`config.mk`:
```
export PLATFORM = sky130hd
export DESIGN_NAME = freq_div_prog
export DESIGN_NICKNAME = d
export VERILOG_FILES = /design/src/rtl/freq_div_prog.sv
export SDC_FILE = /design/constraint.sdc
export NUM_CORES = 1
export LEC_CHECK = 0
export CAP_MARGIN = 5
export CORE_ASPECT_RATIO = 1.75
export CORE_MARGIN = 2
export CORE_UTILIZATION = 45
export DETAILED_ROUTE_END_ITERATION = 6
export GPL_TIMING_DRIVEN = 0
export PLACE_DENSITY = 0.74
export SETUP_SLACK_MARGIN = 0.4
export SYNTH_ARGS = -nofsm -noshare
export SYNTH_HDL_FRONTEND = slang
export SYNTH_SLANG_ARGS = --single-unit
```
`constraint.sdc`:
```
create_clock -name clk_in -period 4.5 [get_ports clk_in]
set_input_delay 0.45 -clock clk_in [delete_from_list [all_inputs] [get_ports clk_in]]
set_output_delay 0.45 -clock clk_in [all_outputs]
set_load 0.05 [all_outputs]
```
`src/rtl/freq_div_prog.sv`:
```
// freq_div_prog: multi-channel programmable clock divider.
// Each channel divides clk_in by a runtime-loadable integer N (2..2^CNT_W-1).
// Divisor loads are double-buffered and only take effect at a period
// boundary (counter wrap, enable restart, or while disabled), so clk_out
// never produces a runt pulse.
// Optional build macro: FREQ_DIV_ODD50_EN adds a negedge helper flop per
// channel so that odd divisors give an exact 50% duty cycle.
module freq_div_prog #(
  parameter int NUM_CH  = 4,
  parameter int CNT_W   = 8,
  parameter int DEF_DIV = 2
) (
  input  logic                      clk_in,
  input  logic                      rst_n,
  input  logic [NUM_CH-1:0]         en,
  input  logic [NUM_CH*CNT_W-1:0]   div_val,
  input  logic [NUM_CH-1:0]         div_load,
  output logic [NUM_CH-1:0]         clk_out,
  output logic [NUM_CH-1:0]         tick,
  output logic [NUM_CH-1:0]         upd_pending
);

  localparam logic [CNT_W-1:0] DEF_VAL = CNT_W'(DEF_DIV);
  localparam logic [CNT_W-1:0] MIN_VAL = CNT_W'(2);
  localparam logic [CNT_W-1:0] ONE_VAL = CNT_W'(1);

  // Divisors below 2 cannot produce a clock, so they are raised to 2.
  function automatic logic [CNT_W-1:0] clamp_div(input logic [CNT_W-1:0] v);
    logic [CNT_W-1:0] res;
    if (v < MIN_VAL) begin
      res = MIN_VAL;
    end else begin
      res = v;
    end
    return res;
  endfunction

  for (genvar k = 0; k < NUM_CH; k++) begin : g_ch
    logic [CNT_W-1:0] r_cnt;
    logic [CNT_W-1:0] r_active;
    logic [CNT_W-1:0] r_shadow;
    logic             r_pending;
    logic             r_run;
    logic             r_out_pos;
    logic             r_tick;

    logic [CNT_W-1:0] w_ld_val;
    logic [CNT_W-1:0] w_cnt_nxt;
    logic [CNT_W-1:0] w_act_nxt;
    logic [CNT_W-1:0] w_shd_nxt;
    logic             w_pend_nxt;
    logic             w_pos_nxt;
    logic             w_tick_nxt;
    logic             w_wrap;
    logic             w_start;

    assign w_ld_val = clamp_div(div_val[k*CNT_W +: CNT_W]);

    // Next-state logic: counting, boundary detection and divisor hand-over.
    always_comb begin
      w_cnt_nxt  = r_cnt;
      w_act_nxt  = r_active;
      w_shd_nxt  = r_shadow;
      w_pend_nxt = r_pending;
      w_pos_nxt  = 1'b0;
      w_tick_nxt = 1'b0;
      w_start    = 1'b0;
      w_wrap     = 1'b0;
      if (!en[k]) begin
        // Disabled: park the counter; any load or waiting update applies now.
        w_cnt_nxt  = '0;
        w_pend_nxt = 1'b0;
        if (div_load[k]) begin
          w_act_nxt = w_ld_val;
          w_shd_nxt = w_ld_val;
        end else if (r_pending) begin
          w_act_nxt = r_shadow;
        end else begin
          w_act_nxt = r_active;
        end
      end else begin
        // First enabled edge restarts the period; otherwise wrap at N-1.
        w_start = ~r_run;
        w_wrap  = r_run & (r_cnt >= (r_active - ONE_VAL));
        if (w_start || w_wrap) begin
          w_cnt_nxt  = '0;
          w_pend_nxt = 1'b0;
          if (div_load[k]) begin
            w_act_nxt = w_ld_val;
            w_shd_nxt = w_ld_val;
          end else if (r_pending) begin
            w_act_nxt = r_shadow;
          end else begin
            w_act_nxt = r_active;
          end
        end else begin
          w_cnt_nxt = r_cnt + ONE_VAL;
          if (div_load[k]) begin
            w_shd_nxt  = w_ld_val;
            w_pend_nxt = 1'b1;
          end else begin
            w_shd_nxt  = r_shadow;
          end
        end
        w_tick_nxt = w_wrap;
        // Half-period uses the divisor that governs the upcoming period.
        w_pos_nxt  = (w_cnt_nxt < (w_act_nxt >> 1));
      end
    end

    // Channel state registers.
    always_ff @(posedge clk_in or negedge rst_n) begin
      if (!rst_n) begin
        r_cnt     <= '0;
        r_active  <= DEF_VAL;
        r_shadow  <= DEF_VAL;
        r_pending <= 1'b0;
        r_run     <= 1'b0;
        r_out_pos <= 1'b0;
        r_tick    <= 1'b0;
      end else begin
        r_cnt     <= w_cnt_nxt;
        r_active  <= w_act_nxt;
        r_shadow  <= w_shd_nxt;
        r_pending <= w_pend_nxt;
        r_run     <= en[k];
        r_out_pos <= w_pos_nxt;
        r_tick    <= w_tick_nxt;
      end
    end

    assign tick[k]        = r_tick;
    assign upd_pending[k] = r_pending;

`ifdef FREQ_DIV_ODD50_EN
    logic r_out_neg;

    // Half-cycle delayed copy of the output, only kept for odd divisors.
    always_ff @(negedge clk_in or negedge rst_n) begin
      if (!rst_n) begin
        r_out_neg <= 1'b0;
      end else begin
        r_out_neg <= r_out_pos & r_active[0];
      end
    end

    assign clk_out[k] = r_out_pos | r_out_neg;
`else
    assign clk_out[k] = r_out_pos;
`endif
  end

endmodule
```
==> run metrics, run 1 <==
Worst Skew=0.0141 ns; Synth Area in Adders=0.116; largest net degree at the start of global routing=66; nets=905; final setup violating endpoints=0; CTS tree=built; Ports=54; Reg2Reg Depth=18; most common flop cell mapped by yosys=dfrtp_1; Max rail drop VDD=0.237 mV; Antenna Nets Post-Route=0; Synth Area in Compound Gates=0.167; fin. max-slew vios=0; Port Buffer Count=51; Initial Utilization=0.462; Slew @ Worst Pin=1.01 ns; Crit path arrival time=4.35 ns; YS warnings=0; syn_nets=833; Area Growth Syn to Fin=19.0%; CP startpoint kind=register; Detailed Route WL=15.6 mm; kind of critical path=register to register; synth unique cells=52; full die area=16400 um2; Clock Tree Root=clkbuf_16; fraction of layout cells with a size suffix above 1=0.131; minimum clock period=4.13 ns; commonest non-fill, non-tap cells in the layout=dfrtp_1 (103), nor2_1 (98), ha_1 (62); WL/cell=15.9 um; simple-gate share of the synthesized area=0.168; RSZ-0062 raised after global routing=yes; Post-Synth XOR/XNOR Area=0.0610; mapped cell area=6890 um2; DRT iter0 DRCs=142; setup slack, reg-to-reg=0.37 ns; Die Y=168 um; Avg Cell Area, Syn=9.48 um2; core box area=14900 um2; Die X=97.5 um; Post-synth ARST share=1.00; slowest CP cell=dfstp_2; largest stage delay on the critical path=0.56 ns; fin util=0.550; largest family of logic cells by synthesized area=simple AND/OR/NAND/NOR gates; RePlAce Congestion=0.964; clock tree sinks=112; crit share post-route=0.918; # DRC=0; GR Util All Layers=0.196; max_slew headroom=0.317; diode count=0; CP max FO=5; critical path cell sequence=inv_4 -> ha_4 -> xnor2_1 -> ha_1 -> a211o_1 -> a31oi_4 -> nor3_4 -> or4b_4 -> buf_6 -> a32o_1 -> a211oi_2 -> ha_1 -> o21a_1 -> o2111ai_2 -> or2_4 -> a21o_1 -> a21oi_1 -> nor3_2; Power Total=2.63 mW; Worst EP required=4.72 ns; CTS max path bufs=2; post-synthesis sequential area ratio=0.408; Post-synth EDFFs=0; flops & latches, synth=112; via count=5571; Clk pin slew, worst setup/hold paths=0.08 ns; mux contribution to synthesized area=0.0338; vias in the first global route=5713; worst min path class=primary input to asynchronous set/reset pin; Clock Latency Late Sink=0.34 ns; Max Cap Viol=0; CTS H-tree lvls=3; Via density=5.64; pwr/cell area=321 nW/um2; P_leak=3.65 nW; first-pass GRT wire length=26.5 mm; Syn Inst Count=727; Critical R2R Launch=g_ch[0].r_active[1]; gr ovfl total=0; initial antenna violation count=0; CTS Buf Count=9; DPL Wire Length=11.8 mm; Fill cells=1333; final hold viol count=0; RR Endpoint=g_ch[0].r_out_pos; leading cell type in the layout, fill and taps excluded=dfrtp_1; DRT Pass-1 Iters=4; most used cell, CP=ha_1; Crit. End Element=register; status=complete, no violations; num rows=59; Max Fclk=0.242 GHz
cell type report:
cell class	instances	area, um2	area share
clock buffers	11	243	0.0296
clock inverters	5	85.1	0.0104
repair buffers	61	607	0.0740
inverters	33	126	0.0154
well taps	183	229	0.0279
flip-flops and latches	112	2810	0.343
plain buffers	36	196	0.0240
multi-input cells	546	3900	0.476
power by group:
| part | leakage (nW) | internal (mW) | switching [mW] |
|---|---|---|---|
| registers | 1.38 | 1.09 | 0.0773 |
| logic | 2.11 | 0.272 | 0.314 |
| clock network | 0.157 | 0.508 | 0.372 |
metal layers:
| layer | vias to the layer above | global-route usage | share of wire |
|---|---|---|---|
| li1 | 2744 | - | - |
| met1 | 2709 | 0.205 | 0.38 |
| met2 | 92 | 0.384 | 0.57 |
| met3 | 26 | 0.0259 | 0.017 |
| met4 | 0 | 0.0785 | 0.032 |
| met5 | - | 0 | 0 |
sequential cells by signal (all words and copies together), names as in the netlist:
| name | flops |
|---|---|
| g_ch.r_out_pos | 4 |
| g_ch.r_active | 32 |
| g_ch.r_run | 4 |
| g_ch.r_tick | 4 |
| g_ch.r_cnt | 32 |
| g_ch.r_shadow | 32 |
| g_ch.r_pending | 4 |
how the worst max path moves through the flow:
stage / startpoint / cells after the start / endpoint
floorplan: g_ch[0].r_active[1] / 18 / g_ch[0].r_out_pos
global placement: rst_n / 1 / g_ch[1].r_out_pos
detailed placement: g_ch[0].r_active[2] / 19 / g_ch[0].r_out_pos
CTS: g_ch[0].r_active[1] / 18 / g_ch[0].r_out_pos
global route: g_ch[0].r_active[1] / 18 / g_ch[0].r_out_pos
finish: g_ch[0].r_active[1] / 18 / g_ch[0].r_out_pos
critical path, delay by kind of cell (launching register included):
kind / cells / cell delay, ns
buf+inv: 2 / 0.20
flops: 1 / 0.56
xor+xnor: 1 / 0.12
simple gates: 4 / 0.96
fa+ha+maj: 3 / 0.64
compound gates: 8 / 1.53
metrics by stage:
step	hold WS (ns)	TNS, ns	area, um2	instances	setup WS [ns]
global placement	0.462	-148.43	7630	961	-1.43
global route	0.0653	0	8200	987	0.282
CTS	0.0386	0	8110	985	0.318
finish	0.0400	0	8200	987	0.369
detailed placement	0.423	0	7660	962	0.116
floorplan	0.154	0	6890	727	0.596
Yosys cell counts (all sizes together), types with 6 or more instances:
cell	instances	share of area
clkbuf	19	0.011
o22a	24	0.031
nor3	15	0.011
a21oi	22	0.016
inv	32	0.017
nor4	11	0.010
and2	7	0.0064
or2	8	0.0073
mux2	18	0.029
o22ai	19	0.017
and3	9	0.0082
nand3	26	0.019
a21o	11	0.012
a32oi	6	0.0076
ha	64	0.12
dfstp	8	0.031
a31oi	8	0.0073
buf	17	0.017
nor2	105	0.058
o21ai	27	0.020
o211ai	11	0.012
dfrtp	104	0.38
xor2	21	0.027
xnor2	27	0.034
nand2	46	0.025
a211oi	17	0.021
cell families (layout without fill, tap and decap cells):
family	after synthesis	in the layout
AO/OA/AOI/OAI	164	164
XOR/XNOR	48	48
adder cells (fa/ha/maj)	64	64
buffers and inverters	69	146
flip-flops	112	112
multiplexers	21	21
AND/OR/NAND/NOR	249	249
timing repair:
| item | 4_1_cts | 5_1_grt |
|---|---|---|
| pin swaps | 14 | 13 |
| hold buffers | 0 | 0 |
| setup buffers | 7 | 2 |
| resized for setup | 19 | 17 |
| setup endpoints to repair | 3 | 4 |
Note: power is estimated with default switching activity, not from simulation.
==> run 2, diff against run 1 <==
--- a/config.mk
+++ b/config.mk
@@ -11,7 +11,7 @@
 export CORE_UTILIZATION = 45
 export DETAILED_ROUTE_END_ITERATION = 6
 export GPL_TIMING_DRIVEN = 0
-export PLACE_DENSITY = 0.74
+export PLACE_DENSITY = 0.77
 export SETUP_SLACK_MARGIN = 0.4
 export SYNTH_ARGS = -nofsm -noshare
 export SYNTH_HDL_FRONTEND = slang
==> constraint.sdc (replaced) <==
create_clock -name clk_in -period 3.71 [get_ports clk_in]
set_input_delay 0.371 -clock clk_in [delete_from_list [all_inputs] [get_ports clk_in]]
set_output_delay 0.371 -clock clk_in [all_outputs]
set_load 0.05 [all_outputs]
==> run metrics, run 2 (same netlist as run 1, synthesis figures left out) <==
Port Buffer Count=51 (unchanged); Clk pwr share=0.309 (-0.025); Worst EP required=3.93 ns (-0.79 ns); largest stage delay on the critical path=0.56 ns (about the same); critical path cell sequence=inv_4 -> ha_4 -> xnor2_1 -> ha_1 -> a211o_1 -> a31oi_4 -> nor3_4 -> or4b_4 -> buf_6 -> a32o_1 -> a211oi_2 -> ha_1 -> o21a_1 -> o2111ai_2 -> or2_4 -> a21o_1 -> a21oi_2 -> nor3_2; first-pass GRT wire length=27.6 mm (+4.1%); # DRC=0 (unchanged); nets=937 (+3.5%); minimum clock period=3.93 ns (-0.202 ns); Reg2Reg Depth=18 (unchanged); Clk pin slew, worst setup/hold paths=0.07 ns (about the same); Buf/Inv on CP=2 (unchanged); DRT iter0 DRCs=158 (+11%); CP max FO=4 (-1); net load switching power=1.03 mW (+35%); worst min path class=primary input to register; RePlAce Congestion=0.861 (-11%); most used cell, CP=ha_1; dpl cells=962 (unchanged); Clock Tree Root=clkbuf_16; P_leak=3.91 nW (+7.3%); CTS max path bufs=2 (unchanged); CTS tree=built; post-route setup slack=-0.220 ns (-0.588 ns); diode count=0 (unchanged); CP startpoint kind=register; Antenna Nets Post-Route=0 (unchanged); final setup violating endpoints=1 (+1); Slew @ Worst Pin=1.09 ns (+0.0773 ns); Sw Ratio=0.304 (+0.0148); Max rail drop VDD=0.225 mV (-5.1%); fin. max-slew vios=0 (unchanged); Via density=5.72 (+1.3%); largest net degree at the start of global routing=65 (-1.5%); max_slew headroom=0.265 (-0.0520); Pint=2.36 mW (+26%); initial antenna violation count=0 (unchanged); core box area=14900 um2 (unchanged); Worst Skew=0.0132 ns (-0.000961 ns); via count=5818 (+4.4%); failing checks=negative setup slack; CTS Buf Count=9 (unchanged); Clock Latency Late Sink=0.35 ns (about the same); commonest non-fill, non-tap cells in the layout=dfrtp_1 (97), nor2_1 (90), ha_1 (50), clkdlybuf4s50_1 (50), buf_4 (47); Finished Layout Cells=1018 (+3.1%); CP top delay family=compound AO/OA/AOI/OAI gates; Crit path depth=18 (unchanged); gr ovfl total=0 (unchanged); fraction of layout cells with a size suffix above 1=0.261 (+0.130); setup_tns=-0.220 ns (-0.220 ns); Comb power frac=0.267 (+0.045); GR Util All Layers=0.206 (+0.0105); full die area=16400 um2 (unchanged); RSZ-0062 raised after global routing=yes; Crit path arrival time=4.15 ns (-0.20 ns); Largest regs=g_ch.r_active (32), g_ch.r_cnt (32), g_ch.r_shadow (32); CTS H-tree lvls=3 (unchanged); crit share post-route=1.06 (+0.141); Area Growth Syn to Fin=30.9%; Initial Utilization=0.462 (unchanged); kind of critical path=register to register; status=finished with violations; pwr/cell area=376 nW/um2 (+17%); Die Y=168 um (unchanged); vias in the first global route=5947 (+4.1%); DPL Wire Length=11.9 mm (+1.0%); hold_ws=0.448 ns (+0.408 ns); Crit. End Element=register; num rows=59 (unchanged); slowest CP cell=dfstp_2; Ports=54 (unchanged); Max Cap Viol=0 (unchanged); Seq pwr share=0.424 (-0.019); WL/cell=17.1 um (+8.1%); Detailed Route WL=17.4 mm (+11%); Max Fclk=0.254 GHz (+5.1%); Worst Hold Depth=3; Die X=97.5 um (unchanged); setup slack, reg-to-reg=-0.22 ns (-0.59 ns); clock tree sinks=112 (unchanged); DRT Pass-1 Iters=4 (unchanged); leading cell type in the layout, fill and taps excluded=dfrtp_1; final hold viol count=0 (unchanged)
run 2: changes by cell type in the layout (fill, tap and decap cells not counted), moves of 7 or more:
cell / change
o21ai_1: +7
a21oi_1: -9
buf_4: +26
a21oi_2: +7
nor2_4: +8
nor2_1: -8
o21ai_0: -8
ha_1: -12
run 2: final cells by class:
cell class,instances,area [um2]
Buffer,36,241
Clock buffer,9,225
Clock inverter,6,91.3
Fill cell,1236,5900
Inverter,33,134
Multi-Input combinational cell,546,4410
Sequential cell,112,2820
Tap cell,183,229
Timing Repair Buffer,93,868
run 2: power by group through the flow:
stage                     Sequential (mW)  Clock, mW  Combinational (mW)
after floorplan                      1.41          0               0.457
after CTS                            1.42       1.07               0.787
after detailed placement             1.44          0               0.656
after global routing                 1.45       1.11               0.986
final                                1.44       1.05               0.905
after global placement               1.43          0               0.636
run 2: worst min-delay path, stage by stage:
cell and delay (ns):
clkbuf_1 0.22, nor2_1 0.16, nor2_1 0.04
run 2: through the flow:
| stage | utilization | cell area, um2 | worst slack [ns] | power, mW |
|---|---|---|---|---|
| after CTS | 0.577 | 8610 | -0.320 | 3.28 |
| after global routing | 0.605 | 9020 | -0.410 | 3.54 |
| after floorplan | - | 6930 | -0.133 | 1.87 |
| final | 0.605 | 9020 | -0.220 | 3.39 |
| after global placement | 0.514 | 7670 | -2.14 | 2.07 |
| after detailed placement | 0.516 | 7700 | -0.547 | 2.09 |
run 2: path summary, 6_finish.rpt:
| check | to | start |
|---|---|---|
| worst max-delay path | g_ch[0].r_out_pos | g_ch[0].r_active[1] |
| worst min-delay path | g_ch[1].r_shadow[1] | div_load[1] |
| worst max register to register | g_ch[0].r_out_pos | g_ch[0].r_active[1] |
| worst min register to register | g_ch[1].r_shadow[0] | g_ch[1].r_shadow[0] |
| max in group asynchronous | g_ch[1].r_shadow[1] | rst_n |
| min in group asynchronous | g_ch[2].r_shadow[0] | rst_n |
run 2: what timing repair did:
item,4_1_cts,5_1_grt
endpoints found under the setup margin,9,11
gates resized for setup,108,56
hold buffers,1,0
pin swaps,52,54
buffers inserted,21,19
endpoints found under the hold margin,46,0
run 2: layer usage:
| layer | part of all wire | GRT usage | routed length (um) | vias to the layer above |
|---|---|---|---|---|
| met2 | 0.57 | 0.408 | 9950 | 125 |
| met4 | 0.036 | 0.0900 | 631 | 0 |
| met5 | 0 | 0 | 0 | - |
| met3 | 0.021 | 0.0246 | 366 | 43 |
| met1 | 0.37 | 0.211 | 6490 | 2841 |
| li1 | - | - | - | 2809 |
==> run 3, diff against run 2 <==
--- a/config.mk
+++ b/config.mk
@@ -9,6 +9,7 @@
 export CORE_ASPECT_RATIO = 1.75
 export CORE_MARGIN = 2
 export CORE_UTILIZATION = 45
+export CTS_CLUSTER_SIZE = 30
 export DETAILED_ROUTE_END_ITERATION = 6
 export GPL_TIMING_DRIVEN = 0
 export PLACE_DENSITY = 0.77
==> results of run 3 <==
No change in the layout: final DEF, timing and power equal those of run 2.
